--- src/rtl/inst_loader.sv ---
// UART-fed instruction loader: receives 8N1 bytes, packs them MSB-first into
// 32-bit words and writes them sequentially into instruction memory.
module inst_loader #(
  parameter int CLK_PER_HALF_BIT = 434,
  parameter int INST_SIZE        = 10
) (
  input  logic                 clk,
  input  logic                 rstn,
  input  logic                 rxd,
  input  logic                 mode,
  output logic                 we,
  output logic [INST_SIZE-1:0] addr,
  output logic [31:0]          wdata,
  output logic                 done,
  output logic [INST_SIZE:0]   word_count,
  output logic                 ferr,
  output logic                 ovf
);

  localparam int TW = $clog2(2*CLK_PER_HALF_BIT + 1);
  localparam logic [TW-1:0]        HALF_END  = TW'(CLK_PER_HALF_BIT - 1);
  localparam logic [TW-1:0]        BIT_END   = TW'(2*CLK_PER_HALF_BIT - 1);
  localparam logic [INST_SIZE:0]   FULL_CNT  = {1'b1, {INST_SIZE{1'b0}}};
  localparam logic [INST_SIZE-1:0] LAST_ADDR = '1;
  localparam logic [31:0]          TERM_WORD = 32'h0000_003F;

  typedef enum logic [1:0] {IDLE, START, DATA, STOP} state_t;

  state_t          state;
  state_t          state_nxt;
  logic            rxd_p0;
  logic            rxd_p1;
  logic            armed;
  logic [TW-1:0]   timer;
  logic [2:0]      bit_idx;
  logic [7:0]      shreg;
  logic [1:0]      byte_idx;
  logic            we_q;
  logic            run;
  logic            timer_clr;
  logic            bit_smp;
  logic            stop_ok;
  logic            stop_bad;

  function automatic logic [31:0] place_byte(input logic [31:0] word,
                                             input logic [7:0]  b,
                                             input logic [1:0]  idx);
    logic [31:0] r;
    r = word;
    case (idx)
      2'd0:    r[31:24] = b;
      2'd1:    r[23:16] = b;
      2'd2:    r[15:8]  = b;
      default: r[7:0]   = b;
    endcase
    return r;
  endfunction

  assign run = mode & ~done & ~ovf;
  assign we  = we_q & run;

  // stage p0/p1: two-flop synchronizer; armed blocks a start bit until the
  // line has been seen idle-high after reset
  always_ff @(posedge clk) begin
    if (!rstn) begin
      rxd_p0 <= 1'b0;
      rxd_p1 <= 1'b0;
      armed  <= 1'b0;
    end else begin
      rxd_p0 <= rxd;
      rxd_p1 <= rxd_p0;
      if (rxd_p1)
        armed <= 1'b1;
    end
  end

  always_ff @(posedge clk) begin
    if (!rstn)
      state <= IDLE;
    else
      state <= state_nxt;
  end

  always_comb begin
    state_nxt = state;
    timer_clr = 1'b0;
    bit_smp   = 1'b0;
    stop_ok   = 1'b0;
    stop_bad  = 1'b0;
    if (!run) begin
      state_nxt = IDLE;
      timer_clr = 1'b1;
    end else begin
      case (state)
        IDLE: begin
          timer_clr = 1'b1;
          if (armed && !rxd_p1)
            state_nxt = START;
        end
        START: begin
          if (timer == HALF_END) begin
            timer_clr = 1'b1;
            state_nxt = rxd_p1 ? IDLE : DATA;
          end
        end
        DATA: begin
          if (timer == BIT_END) begin
            timer_clr = 1'b1;
            bit_smp   = 1'b1;
            if (bit_idx == 3'd7)
              state_nxt = STOP;
          end
        end
        STOP: begin
          if (timer == BIT_END) begin
            timer_clr = 1'b1;
            state_nxt = IDLE;
            stop_ok   = rxd_p1;
            stop_bad  = ~rxd_p1;
          end
        end
        default: state_nxt = IDLE;
      endcase
    end
  end

  always_ff @(posedge clk) begin
    if (!rstn) begin
      timer   <= '0;
      bit_idx <= '0;
    end else begin
      if (timer_clr)
        timer <= '0;
      else
        timer <= timer + 1'b1;
      if (state == START)
        bit_idx <= '0;
      else if (bit_smp)
        bit_idx <= bit_idx + 1'b1;
    end
  end

  // data bits arrive LSB first, so shift in from the top
  always_ff @(posedge clk) begin
    if (bit_smp)
      shreg <= {rxd_p1, shreg[7:1]};
  end

  // stage p2: byte commit, word write strobe and address bookkeeping
  always_ff @(posedge clk) begin
    if (!rstn) begin
      byte_idx   <= '0;
      we_q       <= 1'b0;
      addr       <= '0;
      wdata      <= '0;
      done       <= 1'b0;
      word_count <= '0;
      ferr       <= 1'b0;
      ovf        <= 1'b0;
    end else begin
      we_q <= 1'b0;
      if (!mode)
        byte_idx <= '0;
      if (stop_bad)
        ferr <= 1'b1;
      if (stop_ok) begin
        wdata    <= place_byte(wdata, shreg, byte_idx);
        byte_idx <= byte_idx + 1'b1;
        if (byte_idx == 2'd3) begin
          if (word_count == FULL_CNT)
            ovf <= 1'b1;
          else
            we_q <= 1'b1;
        end
      end
      if (we) begin
        word_count <= word_count + 1'b1;
        if (addr != LAST_ADDR)
          addr <= addr + 1'b1;
        if (wdata == TERM_WORD)
          done <= 1'b1;
      end
    end
  end

endmodule

--- config.mk ---
export PLATFORM = sky130hd
export DESIGN_NAME = inst_loader
export DESIGN_NICKNAME = d
export VERILOG_FILES = /design/src/rtl/inst_loader.sv
export SDC_FILE = /design/constraint.sdc
export NUM_CORES = 1
export LEC_CHECK = 0
export BUFFER_PORTS_ARGS = -buffer_cell sky130_fd_sc_hd__buf_2
export CELL_PAD_IN_SITES_DETAIL_PLACEMENT = 1
export CELL_PAD_IN_SITES_GLOBAL_PLACEMENT = 1
export CORE_MARGIN = 2
export CORE_UTILIZATION = 40
export DETAILED_ROUTE_END_ITERATION = 7
export PLACE_DENSITY = 0.84
export SKIP_LAST_GASP = 1
export SLEW_MARGIN = 5
export SYNTH_ARGS = -nofsm -noshare
export SYNTH_HDL_FRONTEND = slang
export SYNTH_SLANG_ARGS = --single-unit
--- constraint.sdc ---
create_clock -name clk -period 2.3 [get_ports clk]
set_clock_uncertainty 0.2 [all_clocks]
set_input_delay 0 -clock clk [delete_from_list [all_inputs] [get_ports clk]]
set_output_delay 0 -clock clk [all_outputs]
set_load 0.01 [all_outputs]
# Word level (Yosys, flattened, before mapping)
# Cells that the tools add are included.
# Widths: inputs -> output; s select.
[op_classes]
addsub = 5
n_eq_ne = 18
mux = 22
bitwise_logic = 8
reduce_logical = 18
[ops]
columns = ["op", "count"]
rows = [
  ["$eq 32x6->1 const B", 1],
  ["$add 10x1->10 const B", 2],
  ["$mux 2", 8],
  ["$reduce_and 2->1", 7],
  ["$mux 1", 12],
  ["$add 11x1->11 const B", 1],
  ["$eq 11x11->1 const B", 1],
  ["$eq 10x10->1 const B", 1],
  ["$eq 10x9->1 const B", 1],
  ["$ne 10x10->1 const B", 1],
  ["$ne 2x2->1 const B", 5],
  ["$eq 2x2->1 const B", 4],
  ["$pmux 2 s4", 1],
  ["$reduce_and 3->1", 2],
  ["$reduce_or 2->1", 3],
  ["$not 1->1", 5],
  ["$reduce_and 5->1", 1],
  ["$eq 2x1->1 const B", 2],
  ["$logic_not 2->1", 2],
  ["$add 3x1->3 const B", 1],
  ["$and 1x1->1", 3],
  ["$eq 3x3->1 const B", 1],
  ["$pmux 1 s3", 1],
  ["$reduce_or 3->1", 1],
  ["other kinds (4)", 4],
]
[totals]
reg_bits = 85
inputBits = 4
out_inout_bits = 57
word_cells = 89

# Depth between registers and ports, before layout
[logic_depth]
depth_word = 5
mapped_depth = 7
ltp_nobuf = 6

# Worst setup path after synthesis
# Ideal clock, no wire load.
[synth_timing]
kind = "flip-flop to flip-flop"
from = "register timer[0]"
to = "register shreg[0] (enable)"
setup_ps = 378
arrival_ps = 1475
t_required_ps = 1722
path_slack_ps = 247
path_stages_with_launch = 5
path_buffers = 0
synth_period_minus_slack_ps = 2053
cell_sequence = "dfxtp_1 ha_1 and4bb_1 nand4_1 nor2_1"
[synth_via]
elab_chain_len = 4
[synth_lines]
columns = ["item", "line_no", "source"]
rows = [
  ["start: declaration", "34", "logic [TW-1:0] timer;"],
  ["start signal: assignment", "135", "timer <= timer + 1'b1;"],
  ["$eq 10x10->1", "107", "if (timer == BIT_END) begin"],
  ["$mux 1", "107", ""],
  ["$mux 1", "94", "case (state)"],
  ["$mux 1", "90", "if (!run) begin"],
  ["named net bit_smp", "41", "logic bit_smp;"],
  ["end signal: assignment", "146", "shreg <= {rxd_p1, shreg[7:1]};"],
  ["end: declaration", "36", "logic [7:0] shreg;"],
]
# The timed path passes the listed nets, and every way through them passes these cells.
# A chain may end at the register's enable or synchronous reset.

# Final worst setup path
[layout_timing]
from = "register done"
to = "register word_count[10]"
[layout_via]
elab_chain_len = 4
[layout_lines]
columns = ["item", "line_no", "source"]
rows = [
  ["start: declaration", "14", "output logic done,"],
  ["start signal: assignment", "156", "done <= 1'b0;"],
  ["start signal: assignment", "181", "done <= 1'b1;"],
  ["$not 1->1", "59", "assign run = mode & ~done & ~ovf;"],
  ["$and 1x1->1 (2 in series)", "59", ""],
  ["$and 1x1->1", "60", "assign we = we_q & run;"],
  ["end signal: assignment", "177", "word_count <= word_count + 1'b1;"],
  ["end: declaration", "15", "output logic [INST_SIZE:0] word_count,"],
]
# No other way between the ends.

==> impl_metrics.csv <==
group,metric,value,unit
setup_path,setup.worst_path.end_class,"register",
sta,rsz0062_at_grt,"false",
power_and_ir_drop,power-per-cell-area,588.0,mW/mm2
floorplan,core,0.008763,mm2
grt,grt_max_degree,40,
clock_network,clk_pin_slew_worst_paths,0.09,ns
power_and_ir_drop,comb_power_share,0.020,
clock_network,cts_made_buffers,9,
synth,avgSynthCellArea,9.598,um2
synth,synth_nets,393,
power_and_ir_drop,seq_power_share,0.594,
power_and_ir_drop,p_int,1.911,mW
clock_network,max-clock-path-buffers,2,
synth,yosysWarnings,0,
sta,fin_crit,2.177,ns
drt,routedWlPerCell,16.16,um
synth,yosys_register_bits,85,
grt,antenna_found_initial,0,
clock_network,clockRootBuffer,"clkbuf_8",
drt,num_vias,3032,
setup_path,cp.arrival,2.26,ns
clock_network,post_cts_buffers,0,
floorplan,die_w,99.11,um
synth,synth_cells,377,
grt,grt_pass1_vias,3149,
finish,finish.net_count,464,
drt,drc_errors,0,
place,globalplace.congestion,0.8243,
setup_path,critical_path.startpoint,"done",
sta,slew_headroom,0.4988,
floorplan,die_height,99.11,um
power_and_ir_drop,ir_drop,241.9,uV
drt,drt-total-wl,9068,um
power_and_ir_drop,power.switching,0.6052,mW
min_path,holdCritPathClass,"reg -> reg",
synth,seq_area_frac_synth,0.4924,
setup_path,r2r_slack,0.12,ns
setup_path,critPathMaxFanout,5,
grt,grt_pass1_wl,15300,um
finish,syn2layout_area_growth,18.26,%
sta,fin_tns_setup,0,ns
clock_network,htree_levels,3,
synth,synth_area,0.003618,mm2
clock_network,clock_sinks,85,
place,portBuffers,60,
sta,final-setup-viol-count,0,
setup_path,r2r_cells,4,
clock_network,clk_latency,0.35,ns
sta,hold_violations,0,
sta,max_freq,459.3,MHz
setup_path,setup.worst_path.class,"reg -> reg",
finish,insertedDiodeCount,0,
sta,timing.hold.ws,0.2513,ns
clock_network,cts_tree,"done",
power_and_ir_drop,p_total,2.516,mW
floorplan,dieArea,0.009823,mm2
run,drv_cap,0,
setup_path,critPathLaunchType,"register",
finish,drive_gt1_frac,0.2185,
grt,track_usage,0.1925,
sta,tightest_slew,0.7510,ns
sta,min_period_over_period,0.9466,
floorplan,row_count,34,
floorplan,start_util,0.4129,
floorplan,ios,61,
setup_path,crit_required,2.38,ns
sta,finalMaxSlewViolations,0,
setup_path,reg2reg_from,"done",
grt,grt_remaining_overflow,0,
power_and_ir_drop,clkPwrFrac,0.386,
synth,ys_types,41,
power_and_ir_drop,power_leakage,1.893,nW
power_and_ir_drop,swShare,0.2405,
drt,dr.pass1.iters,4,
place,dp_hpwl,6850,um
drt,ant_nets,0,
drt,via_per_inst,5.405,
setup_path,crit_end,"word_count[10]",
status,status,"completed",
setup_path,r2r_end,"word_count[10]",
drt,drtIter0Drc,65,
-- final cells by class --
type / instances / area, um2
Inverter: 11 / 41.29
Timing Repair Buffer: 72 / 400.4
Sequential cell: 85 / 1782
Fill cell: 1019 / 4484
Clock buffer: 9 / 123.9
Tap cell: 108 / 135.1
Clock inverter: 7 / 55.05
Multi-Input combinational cell: 269 / 1742
-- worst min path at each step --
stage                     startpoint  endpoint  slack (ns)  cells past startpoint
after CTS                     rxd_p0    rxd_p1        0.26                      1
after global routing        shreg[7]  shreg[6]        0.27                      0
after floorplan                  rxd    rxd_p0       -0.07                      1
after global placement           rxd    rxd_p0        0.01                      2
after detailed placement         rxd    rxd_p0        0.01                      2
final                         rxd_p0    rxd_p1        0.25                      1
-- Yosys cell counts --
master	count	share of area
and4b_1	2	0.0055
or4_1	5	0.010
or4_4	2	0.0062
nand3_1	14	0.019
nor3_1	11	0.015
xor2_1	8	0.019
dfxtp_1	77	0.43
nor4bb_1	1	0.0028
nor3b_1	1	0.0021
and3_1	2	0.0035
clkbuf_1	9	0.0093
or3_1	5	0.0086
a31oi_1	3	0.0052
nor2_1	18	0.019
and2_1	5	0.0086
ha_1	12	0.041
o211ai_1	1	0.0021
o21ai_0	10	0.014
and4_1	5	0.012
nor4_1	7	0.012
xnor2_1	8	0.019
and4bb_1	1	0.0035
buf_2	2	0.0028
nor2_2	8	0.014
nand2_2	4	0.0069
mux2i_1	35	0.097
nand2_1	65	0.067
nand4bb_1	1	0.0031
nand3b_1	5	0.010
edfxtp_1	8	0.066
mux2_2	1	0.0031
clkinv_1	1	0.0010
nor4b_1	1	0.0024
o21a_1	1	0.0021
a21oi_1	11	0.015
inv_1	10	0.010
nand2b_1	3	0.0052
o41ai_1	2	0.0048
o31ai_1	2	0.0041
buf_6	1	0.0031
nand4_1	9	0.016
-- layout by cell type, fill, tap and decap left out, types with 7 or more instances in the layout --
| cell type | n |
|---|---|
| a21oi_1 | 11 |
| buf_2 | 60 |
| buf_4 | 8 |
| clkbuf_8 | 9 |
| dfxtp_1 | 77 |
| edfxtp_1 | 8 |
| ha_1 | 12 |
| inv_1 | 10 |
| mux2i_1 | 35 |
| nand2_1 | 65 |
| nand3_1 | 14 |
| nand4_1 | 9 |
| nor2_1 | 18 |
| nor2_2 | 8 |
| nor3_1 | 11 |
| nor4_1 | 7 |
| o21ai_0 | 10 |
| xnor2_1 | 8 |
| xor2_1 | 8 |
-- flip-flops by register name (all words and copies together), names as in the netlist, 2 cells and up, named ones only --
name / cells
addr: 10
bit_idx: 3
byte_idx: 2
shreg: 8
timer: 10
wdata: 32
word_count: 11
-- timing repair --
| action | 4_1_cts | 5_1_grt |
|---|---|---|
| resized for setup | 0 | 1 |
| hold buffers | 4 | 0 |
| endpoints found under the setup margin | 0 | 30 |
| endpoints found under the hold margin | 17 | 0 |
-- through the flow --
step                utilization  setup slack (ns)  instances  cell area, um2
finish                   0.4883            0.1227        561            4279
global route             0.4883           0.02811        561            4279
CTS                      0.4882            0.1268        561            4278
detailed placement       0.4632            0.1432        541            4059
global placement         0.4632            0.2071        541            4059
floorplan                     -            0.2472        377            3618
-- worst max-delay path, stage by stage (launching register included) --
cell and delay [ns]:
dfxtp_1 0.39, nand4bb_1 0.41, or4_4 0.62, or3_1 0.35
a21oi_1 0.14
-- metal layers --
| layer | wire, um | global-route usage | vias to the layer above | share of wire |
|---|---|---|---|---|
| met5 | 0 | 0 | - | 0 |
| met4 | 74 | 0.05479 | 0 | 0.0082 |
| met3 | 335 | 0.02741 | 9 | 0.037 |
| met2 | 4599 | 0.3436 | 56 | 0.51 |
| met1 | 4060 | 0.2428 | 1499 | 0.45 |
| li1 | - | - | 1468 | - |
-- cells by family after synthesis --
| kind of cell | count (synthesis) | synth area share |
|---|---|---|
| muxes | 36 | 0.09993 |
| DFF | 85 | 0.4924 |
| AOI/OAI and AO/OA | 30 | 0.04737 |
| and+or+nand+nor | 175 | 0.2535 |
| buffers and inverters | 23 | 0.02662 |
| xor gates and xnor gates | 16 | 0.03873 |
| adders and majority gates | 12 | 0.04149 |
-- power by group through the flow --
stage / sequential, mW / combinational (mW) / clock [mW]
finish: 1.50 / 0.0496 / 0.971
global route: 1.50 / 0.0554 / 1.05
CTS: 1.50 / 0.0503 / 1.00
detailed placement: 1.53 / 0.0452 / 0
global placement: 1.53 / 0.0444 / 0
floorplan: 1.53 / 0.0293 / 0
(Power assumes the default switching activity.)
